File: config.mk
export PLATFORM = sky130hd
export DESIGN_NAME = decode_stage
export DESIGN_NICKNAME = d
export VERILOG_FILES = /design/src/rtl/isa_pkg.sv /design/src/rtl/instr_decoder.sv /design/src/rtl/decode_stage.sv
export SDC_FILE = /design/constraint.sdc
export NUM_CORES = 1
export LEC_CHECK = 0
export ABC_AREA = 1
export CORE_MARGIN = 5
export CORE_UTILIZATION = 39
export DETAILED_ROUTE_END_ITERATION = 8
export PLACE_DENSITY = 0.67
export SLEW_MARGIN = 20
export SYNTH_ARGS = -nofsm -noshare
export SYNTH_HDL_FRONTEND = slang
export SYNTH_SLANG_ARGS = --single-unit
File: constraint.sdc
create_clock -name clk -period 2.59 [get_ports clk]
set_clock_uncertainty 0.1 [all_clocks]
set_input_delay 0.518 -clock clk [delete_from_list [all_inputs] [get_ports clk]]
set_output_delay 0.518 -clock clk [all_outputs]
set_load 0.02 [all_outputs]
File: src/rtl/isa_pkg.sv
// isa_pkg: instruction-set constants shared by the decode and register-read stages.
// This file holds the opcodes, the type codes, the bit positions of both formats,
// and the decode FSM state encoding.
package isa_pkg;

    localparam int INSTR_W = 16;
    localparam int WORD_W  = 19;
    localparam int REG_W   = 3;

    // Opcodes (instruction bits [15:12])
    localparam logic [3:0] OP_NOP  = 4'h0;
    localparam logic [3:0] OP_ADD  = 4'h1;
    localparam logic [3:0] OP_SUB  = 4'h2;
    localparam logic [3:0] OP_AND  = 4'h3;
    localparam logic [3:0] OP_OR   = 4'h4;
    localparam logic [3:0] OP_XOR  = 4'h5;
    localparam logic [3:0] OP_ADDI = 4'h6;
    localparam logic [3:0] OP_LW   = 4'h7;
    localparam logic [3:0] OP_SW   = 4'h8;
    localparam logic [3:0] OP_BEQ  = 4'h9;
    localparam logic [3:0] OP_JMP  = 4'hA;
    localparam logic [3:0] OP_JAL  = 4'hB;
    localparam logic [3:0] OP_HALT = 4'hF;

    // Type codes carried in decoded word bits [1:0]
    localparam logic [1:0] TY_NOP = 2'b00;
    localparam logic [1:0] TY_J   = 2'b01;
    localparam logic [1:0] TY_I   = 2'b10;
    localparam logic [1:0] TY_R   = 2'b11;

    // JAL always writes its return address here
    localparam logic [REG_W-1:0] LINK_REG = 3'd7;

    // Raw instruction field positions
    localparam int I_OP_HI   = 15;
    localparam int I_OP_LO   = 12;
    localparam int I_RD_HI   = 11;
    localparam int I_RD_LO   = 9;
    localparam int I_RS1_HI  = 8;
    localparam int I_RS1_LO  = 6;
    localparam int I_RS2_HI  = 5;
    localparam int I_RS2_LO  = 3;
    localparam int I_IMM6_HI = 5;
    localparam int I_IMM6_LO = 0;
    localparam int I_IMM9_HI = 8;
    localparam int I_IMM9_LO = 0;

    // Decoded word field positions
    localparam int W_RD_HI   = 18;
    localparam int W_RD_LO   = 16;
    localparam int W_RS1_HI  = 15;
    localparam int W_RS1_LO  = 13;
    localparam int W_RS2_HI  = 12;
    localparam int W_RS2_LO  = 10;
    localparam int W_IMM6_HI = 12;
    localparam int W_IMM6_LO = 7;
    localparam int W_IMM9_HI = 15;
    localparam int W_IMM9_LO = 7;
    localparam int W_OP_HI   = 6;
    localparam int W_OP_LO   = 3;
    localparam int W_WE      = 2;
    localparam int W_TY_HI   = 1;
    localparam int W_TY_LO   = 0;

    // Decode stage FSM states
    typedef enum logic [1:0] {
        ST_RUN    = 2'b00,
        ST_BUBBLE = 2'b01,
        ST_HALT   = 2'b10
    } state_t;

endpackage

File: src/rtl/instr_decoder.sv
// instr_decoder: purely combinational translation of a raw 16-bit instruction
// into the 19-bit register-read word, plus load/halt/illegal flags.
// Fields that the decoded type does not use are left at zero.
module instr_decoder
    import isa_pkg::*;
(
    input  logic [15:0] i_instr,
    output logic [18:0] o_word,
    output logic        o_is_load,
    output logic        o_is_halt,
    output logic        o_is_illegal
);

    logic [3:0] w_op;
    logic [2:0] w_rd;
    logic [2:0] w_rs1;
    logic [2:0] w_rs2;
    logic [5:0] w_imm6;
    logic [8:0] w_imm9;

    assign w_op   = i_instr[I_OP_HI:I_OP_LO];
    assign w_rd   = i_instr[I_RD_HI:I_RD_LO];
    assign w_rs1  = i_instr[I_RS1_HI:I_RS1_LO];
    assign w_rs2  = i_instr[I_RS2_HI:I_RS2_LO];
    assign w_imm6 = i_instr[I_IMM6_HI:I_IMM6_LO];
    assign w_imm9 = i_instr[I_IMM9_HI:I_IMM9_LO];

    // Build the decoded word field by field according to the opcode class
    always_comb begin
        // NOTE: every output gets a default before the case so no path can infer a latch.
        o_word       = '0;
        o_is_load    = 1'b0;
        o_is_halt    = 1'b0;
        o_is_illegal = 1'b0;
        case (w_op)
            OP_ADD, OP_SUB, OP_AND, OP_OR, OP_XOR: begin
                o_word[W_RD_HI:W_RD_LO]   = w_rd;
                o_word[W_RS1_HI:W_RS1_LO] = w_rs1;
                o_word[W_RS2_HI:W_RS2_LO] = w_rs2;
                o_word[W_OP_HI:W_OP_LO]   = w_op;
                o_word[W_WE]              = 1'b1;
                o_word[W_TY_HI:W_TY_LO]   = TY_R;
            end
            OP_ADDI, OP_LW, OP_SW, OP_BEQ: begin
                // For SW the rd slot carries the store-data register
                o_word[W_RD_HI:W_RD_LO]     = w_rd;
                o_word[W_RS1_HI:W_RS1_LO]   = w_rs1;
                o_word[W_IMM6_HI:W_IMM6_LO] = w_imm6;
                o_word[W_OP_HI:W_OP_LO]     = w_op;
                o_word[W_WE]                = (w_op == OP_ADDI) || (w_op == OP_LW);
                o_word[W_TY_HI:W_TY_LO]     = TY_I;
                o_is_load                   = (w_op == OP_LW);
            end
            OP_JMP, OP_JAL: begin
                o_word[W_RD_HI:W_RD_LO]     = (w_op == OP_JAL) ? LINK_REG : w_rd;
                o_word[W_IMM9_HI:W_IMM9_LO] = w_imm9;
                o_word[W_OP_HI:W_OP_LO]     = w_op;
                o_word[W_WE]                = (w_op == OP_JAL);
                o_word[W_TY_HI:W_TY_LO]     = TY_J;
            end
            OP_HALT: begin
                o_is_halt = 1'b1;
            end
            OP_NOP: begin
                o_is_halt = 1'b0;
            end
            default: begin
                // 1100..1110 are unassigned: decode as NOP and flag them
                o_is_illegal = 1'b1;
            end
        endcase
    end

endmodule

File: src/rtl/decode_stage.sv
// decode_stage: one-cycle registered decode with load-use hazard bubble,
// downstream stall, flush redirect and a sticky HALT state.
module decode_stage
    import isa_pkg::*;
(
    input  logic        clk,
    input  logic        resetn,
    input  logic        flush,
    input  logic        stall,
    input  logic        in_valid,
    input  logic [15:0] in_instr,
    output logic        in_ready,
    output logic        out_valid,
    output logic [18:0] out_word,
    output logic        halted,
    output logic        illegal
);

    state_t              r_state;
    logic [WORD_W-1:0]   r_word;
    logic                r_valid;
    logic                r_load;
    logic                r_halted;
    logic                r_illegal;

    logic [WORD_W-1:0]   w_dec_word;
    logic                w_dec_load;
    logic                w_dec_halt;
    logic                w_dec_illegal;
    logic                w_hazard;
    logic [REG_W-1:0]    w_load_rd;

    instr_decoder u_decoder (
        .i_instr      (in_instr),
        .o_word       (w_dec_word),
        .o_is_load    (w_dec_load),
        .o_is_halt    (w_dec_halt),
        .o_is_illegal (w_dec_illegal)
    );

    assign w_load_rd = r_word[W_RD_HI:W_RD_LO];

    // Load-use hazard: the word now leaving is LW and the incoming one reads its rd
    always_comb begin
        w_hazard = 1'b0;
        if ((r_state == ST_RUN) && in_valid && r_load) begin
            case (w_dec_word[W_TY_HI:W_TY_LO])
                TY_R: begin
                    w_hazard = (w_dec_word[W_RS1_HI:W_RS1_LO] == w_load_rd) ||
                               (w_dec_word[W_RS2_HI:W_RS2_LO] == w_load_rd);
                end
                TY_I: begin
                    w_hazard = (w_dec_word[W_RS1_HI:W_RS1_LO] == w_load_rd) ||
                               ((w_dec_word[W_OP_HI:W_OP_LO] == OP_SW) &&
                                (w_dec_word[W_RD_HI:W_RD_LO] == w_load_rd));
                end
                default: begin
                    w_hazard = 1'b0;
                end
            endcase
        end
    end

    assign in_ready  = resetn && (r_state == ST_RUN) && !stall && !w_hazard;
    assign out_word  = r_word;
    assign out_valid = r_valid;
    assign halted    = r_halted;
    assign illegal   = r_illegal;

    // Control FSM and output register: flush > stall > bubble exit > hazard > accept
    always_ff @(posedge clk or negedge resetn) begin
        // NOTE: the asynchronous reset clears every register so outputs are defined the moment resetn falls.
        if (!resetn) begin
            r_state   <= ST_RUN;
            r_word    <= '0;
            r_valid   <= 1'b0;
            r_load    <= 1'b0;
            r_halted  <= 1'b0;
            r_illegal <= 1'b0;
        end else if (r_state == ST_HALT) begin
            // Only reset leaves HALT; the NOP loaded on entry stays put
            r_state <= ST_HALT;
        end else if (flush) begin
            // NOTE: non-blocking assignments let every register sample pre-edge values.
            r_word  <= '0;
            r_valid <= 1'b0;
            r_load  <= 1'b0;
            r_state <= ST_RUN;
        end else if (stall) begin
            r_state <= r_state;
        end else if (r_state == ST_BUBBLE) begin
            r_word  <= '0;
            r_valid <= 1'b0;
            r_load  <= 1'b0;
            r_state <= ST_RUN;
        end else if (w_hazard) begin
            r_word  <= '0;
            r_valid <= 1'b0;
            r_load  <= 1'b0;
            r_state <= ST_BUBBLE;
        end else if (in_valid) begin
            r_word  <= w_dec_word;
            r_valid <= (w_dec_word[W_TY_HI:W_TY_LO] != TY_NOP);
            r_load  <= w_dec_load;
            if (w_dec_halt) begin
                r_halted <= 1'b1;
                r_state  <= ST_HALT;
            end
            if (w_dec_illegal) begin
                r_illegal <= 1'b1;
            end
        end else begin
            r_word  <= '0;
            r_valid <= 1'b0;
            r_load  <= 1'b0;
        end
    end

endmodule

==> out/metrics.yaml <==
flow_run:
  max_cap_violations: 0
detailed_routing:
  post_drt_via_cell_ratio: 4.81
  drt_wl_total_um: 4400
  wl_per_cell_um: 12.6
  drc_errors: 0
  dr_total_vias: 1677
  drt-initial-drc-count: 104
  wl_met3_um: 212
  top_layer: "met4"
  drt-met1-wl_um: 1970
  first_pass_iters: 4
  dr_wl_met2_um: 2160
  ant_nets: 0
die:
  row_count: 23
  coreArea_mm2: 0.00394
  fp.dieArea_mm2: 0.00535
  start_util_pct: 39.4
  dieHeight_um: 73.1
  die_x_um: 73.1
  io_pins: 44
cts:
  cts_tree: "yes"
  clk_latency_ns: 0.27
  cts_num_sinks: 25
  root_buffer: "clkbuf_8"
  numCtsBuffers: 3
  clockBufferDepth: 2
  clk_pin_slew_worst_paths_ns: 0.09
  htreeDepth: 1
  hold_buffers: 0
logic_synthesis:
  post-synth-top-count-cell: "nand2_1"
  synthFlopType: "dfrtp_1"
  synth_commonest_cells: "nand2_1, inv_1, dfrtp_1, nor2_1, nand3_1"
  yosysTopAreaCell: "dfrtp_1"
  synth_seq_cells: 25
  ys_top_cells_by_area: "dfrtp_1, nand2_1, inv_1, o21ai_2, nand3_1"
  async_flop_share_pct: 100
  yosys_warnings: 0
  syn_nets: 237
  ys_seq_area_share_pct: 40.3
  netlist_area_mm2: 0.00155
  ys_types: 26
  syn_avg_cell_area_um2: 7.30
  synth_top_area_share_pct: 40.3
  synthCells: 213
  synth_edf_count: 0
worst_setup_path:
  critPathArrivalTime_ns: 1.91
  critPathLaunchType: "input pin"
  crit_path_end_kind: "output pin"
  critical_path_class: "in2out"
  path_cells: "buf_4, nor2_4, nand2_4, buf_6, nand4_1, nand2_1, nand3_1, nand2_2, o21ai_4, nand2_2, nor2_4, buf_6"
  max_stage_delay_ns: 0.20
  cp_max_fo: 7
  cp_top_family: "simple AND/OR/NAND/NOR gates"
  cp_data_required_time_ns: 1.97
  cp_slowest_cell: "nor2_4"
  cp_num_buf_inv: 3
finish:
  syn2layout_area_growth_pct: 60.1
  finalCoreUtilization_pct: 63.1
  nFillCells: 360
  antennaDiodeCount: 0
  final_area_mm2: 0.00249
  seq_area_um2: 626
  layout.cells.non_filler: 349
  final_nets: 324
  drive_above_1_share_pct: 31.8
  multiInputGateArea_um2: 887
sta:
  tightest_slew_ns: 0.326
  hold_viol: 0
  fmax_mhz: 395
  fin_crit_sh_pct: 97.8
  worst_slack_ns: 0.0581
  max_slew_margin_pct: 78.2
  fin_tns_setup_ns: 0
  whs_ns: 0.384
  setup_viol: 0
  min_period_ns: 2.53
  slew_violations: 0
place:
  dp.cells: 335
  place.gp.congestion: 0.865
  dp_slack_ns: -0.879
  io_buffers: 43
  dpl_cell_area_mm2: 0.00227
  place_hpwl_um: 3220
hold_path:
  hp-class: "reg2reg"
power:
  p_per_area_mw_per_mm2: 630
  ir_drop_v: 0.000357
  total_power_mw: 1.57
  leakagePower_nw: 1.28
global_routing:
  grt_pass1_vias: 1566
  grt_max_degree: 26
  antenna_found_initial: 0
  grt-ovfl-total: 0
  grt_use_total_pct: 16.4
  grt_pass1_wl_um: 6870
status:
  status: "finished clean"
==> metal layers <==
| layer | vias to the layer above | global-route usage [%] |
|---|---|---|
| met2 | 46 | 26.7 |
| li1 | 852 | - |
| met4 | 0 | 6.35 |
| met5 | - | 0 |
| met1 | 774 | 21.9 |
| met3 | 5 | 2.34 |
==> power by group <==
| group | total (mW) | switching (mW) | internal [mW] | leakage, nW |
|---|---|---|---|---|
| clock network | 0.233 | 0.123 | 0.110 | 0.0228 |
| logic | 0.791 | 0.426 | 0.364 | 0.920 |
| registers | 0.543 | 0.0608 | 0.483 | 0.337 |
==> cell type report <==
| class | count | share of cell area (%) |
|---|---|---|
| multi-input combinational | 156 | 35.6 |
| clock buffer | 4 | 1.81 |
| tap | 50 | 2.51 |
| timing repair buffer | 87 | 30.8 |
| inverter | 27 | 4.07 |
| sequential | 25 | 25.1 |
==> cell families (layout without fill, tap and decap cells) <==
family	Yosys count	after routing	synth area share (%)
AOI/OAI and AO/OA	25	25	11.6
adders and majority gates	3	3	2.42
buffers and inverters	32	118	8.78
DFF	25	25	40.3
and+or+nand+nor	128	128	37.0
==> cell usage in the layout, fill, tap and decap left out, types with 3 or more instances in the layout <==
cell,n
o21ai_1,3
nor2_1,12
inv_2,3
clkdlybuf4s50_1,34
o21ai_2,8
nand3_2,6
nand2_4,3
buf_6,3
dfrtp_1,25
clkbuf_8,3
inv_1,24
nor2_2,4
nand2_1,69
buf_4,44
ha_1,3
nor2_4,5
dlymetal6s2s_1,4
o21ai_0,8
nand3_1,7
nand4_1,9
nand2_2,10
==> sequential cells by signal, summed over array words and instances, names as in the netlist <==
| signal | cells |
|---|---|
| r_state | 2 |
| r_load | 1 |
| out_word | 19 |
| out_valid | 1 |
| halted | 1 |
| illegal | 1 |
==> worst paths after layout <==
kind                         startpoint            to  depth (start not counted)  slack, ns
max in group asynchronous        resetn   out_word[2]                          2       1.52
min in group asynchronous        resetn   out_word[9]                          2       0.62
min reg2reg                out_word[15]  out_word[15]                          2       0.38
max                        in_instr[13]      in_ready                         12       0.06
min                        out_word[15]  out_word[15]                          2       0.38
max reg2reg                out_word[16]   out_word[7]                         12       0.72
==> worst register-to-register path, cell delays in order, from the launching register on <==
cell and delay, ns:
dfrtp_1 0.46, inv_1 0.13, nand4_1 0.09, nand2_1 0.07, nor2_1 0.04, nand2_1 0.07
nand2_2 0.08, buf_4 0.14, nor2_2 0.09, nor2_2 0.06, nor2_4 0.11, nand2_4 0.15
o21ai_0 0.20
==> timing repair <==
item	4_1_cts	5_1_grt
pin swaps	4	16
setup buffers	3	7
setup endpoints to repair	8	1
gates resized for setup	27	34
No activity file was read; power rests on OpenSTA's default activity.
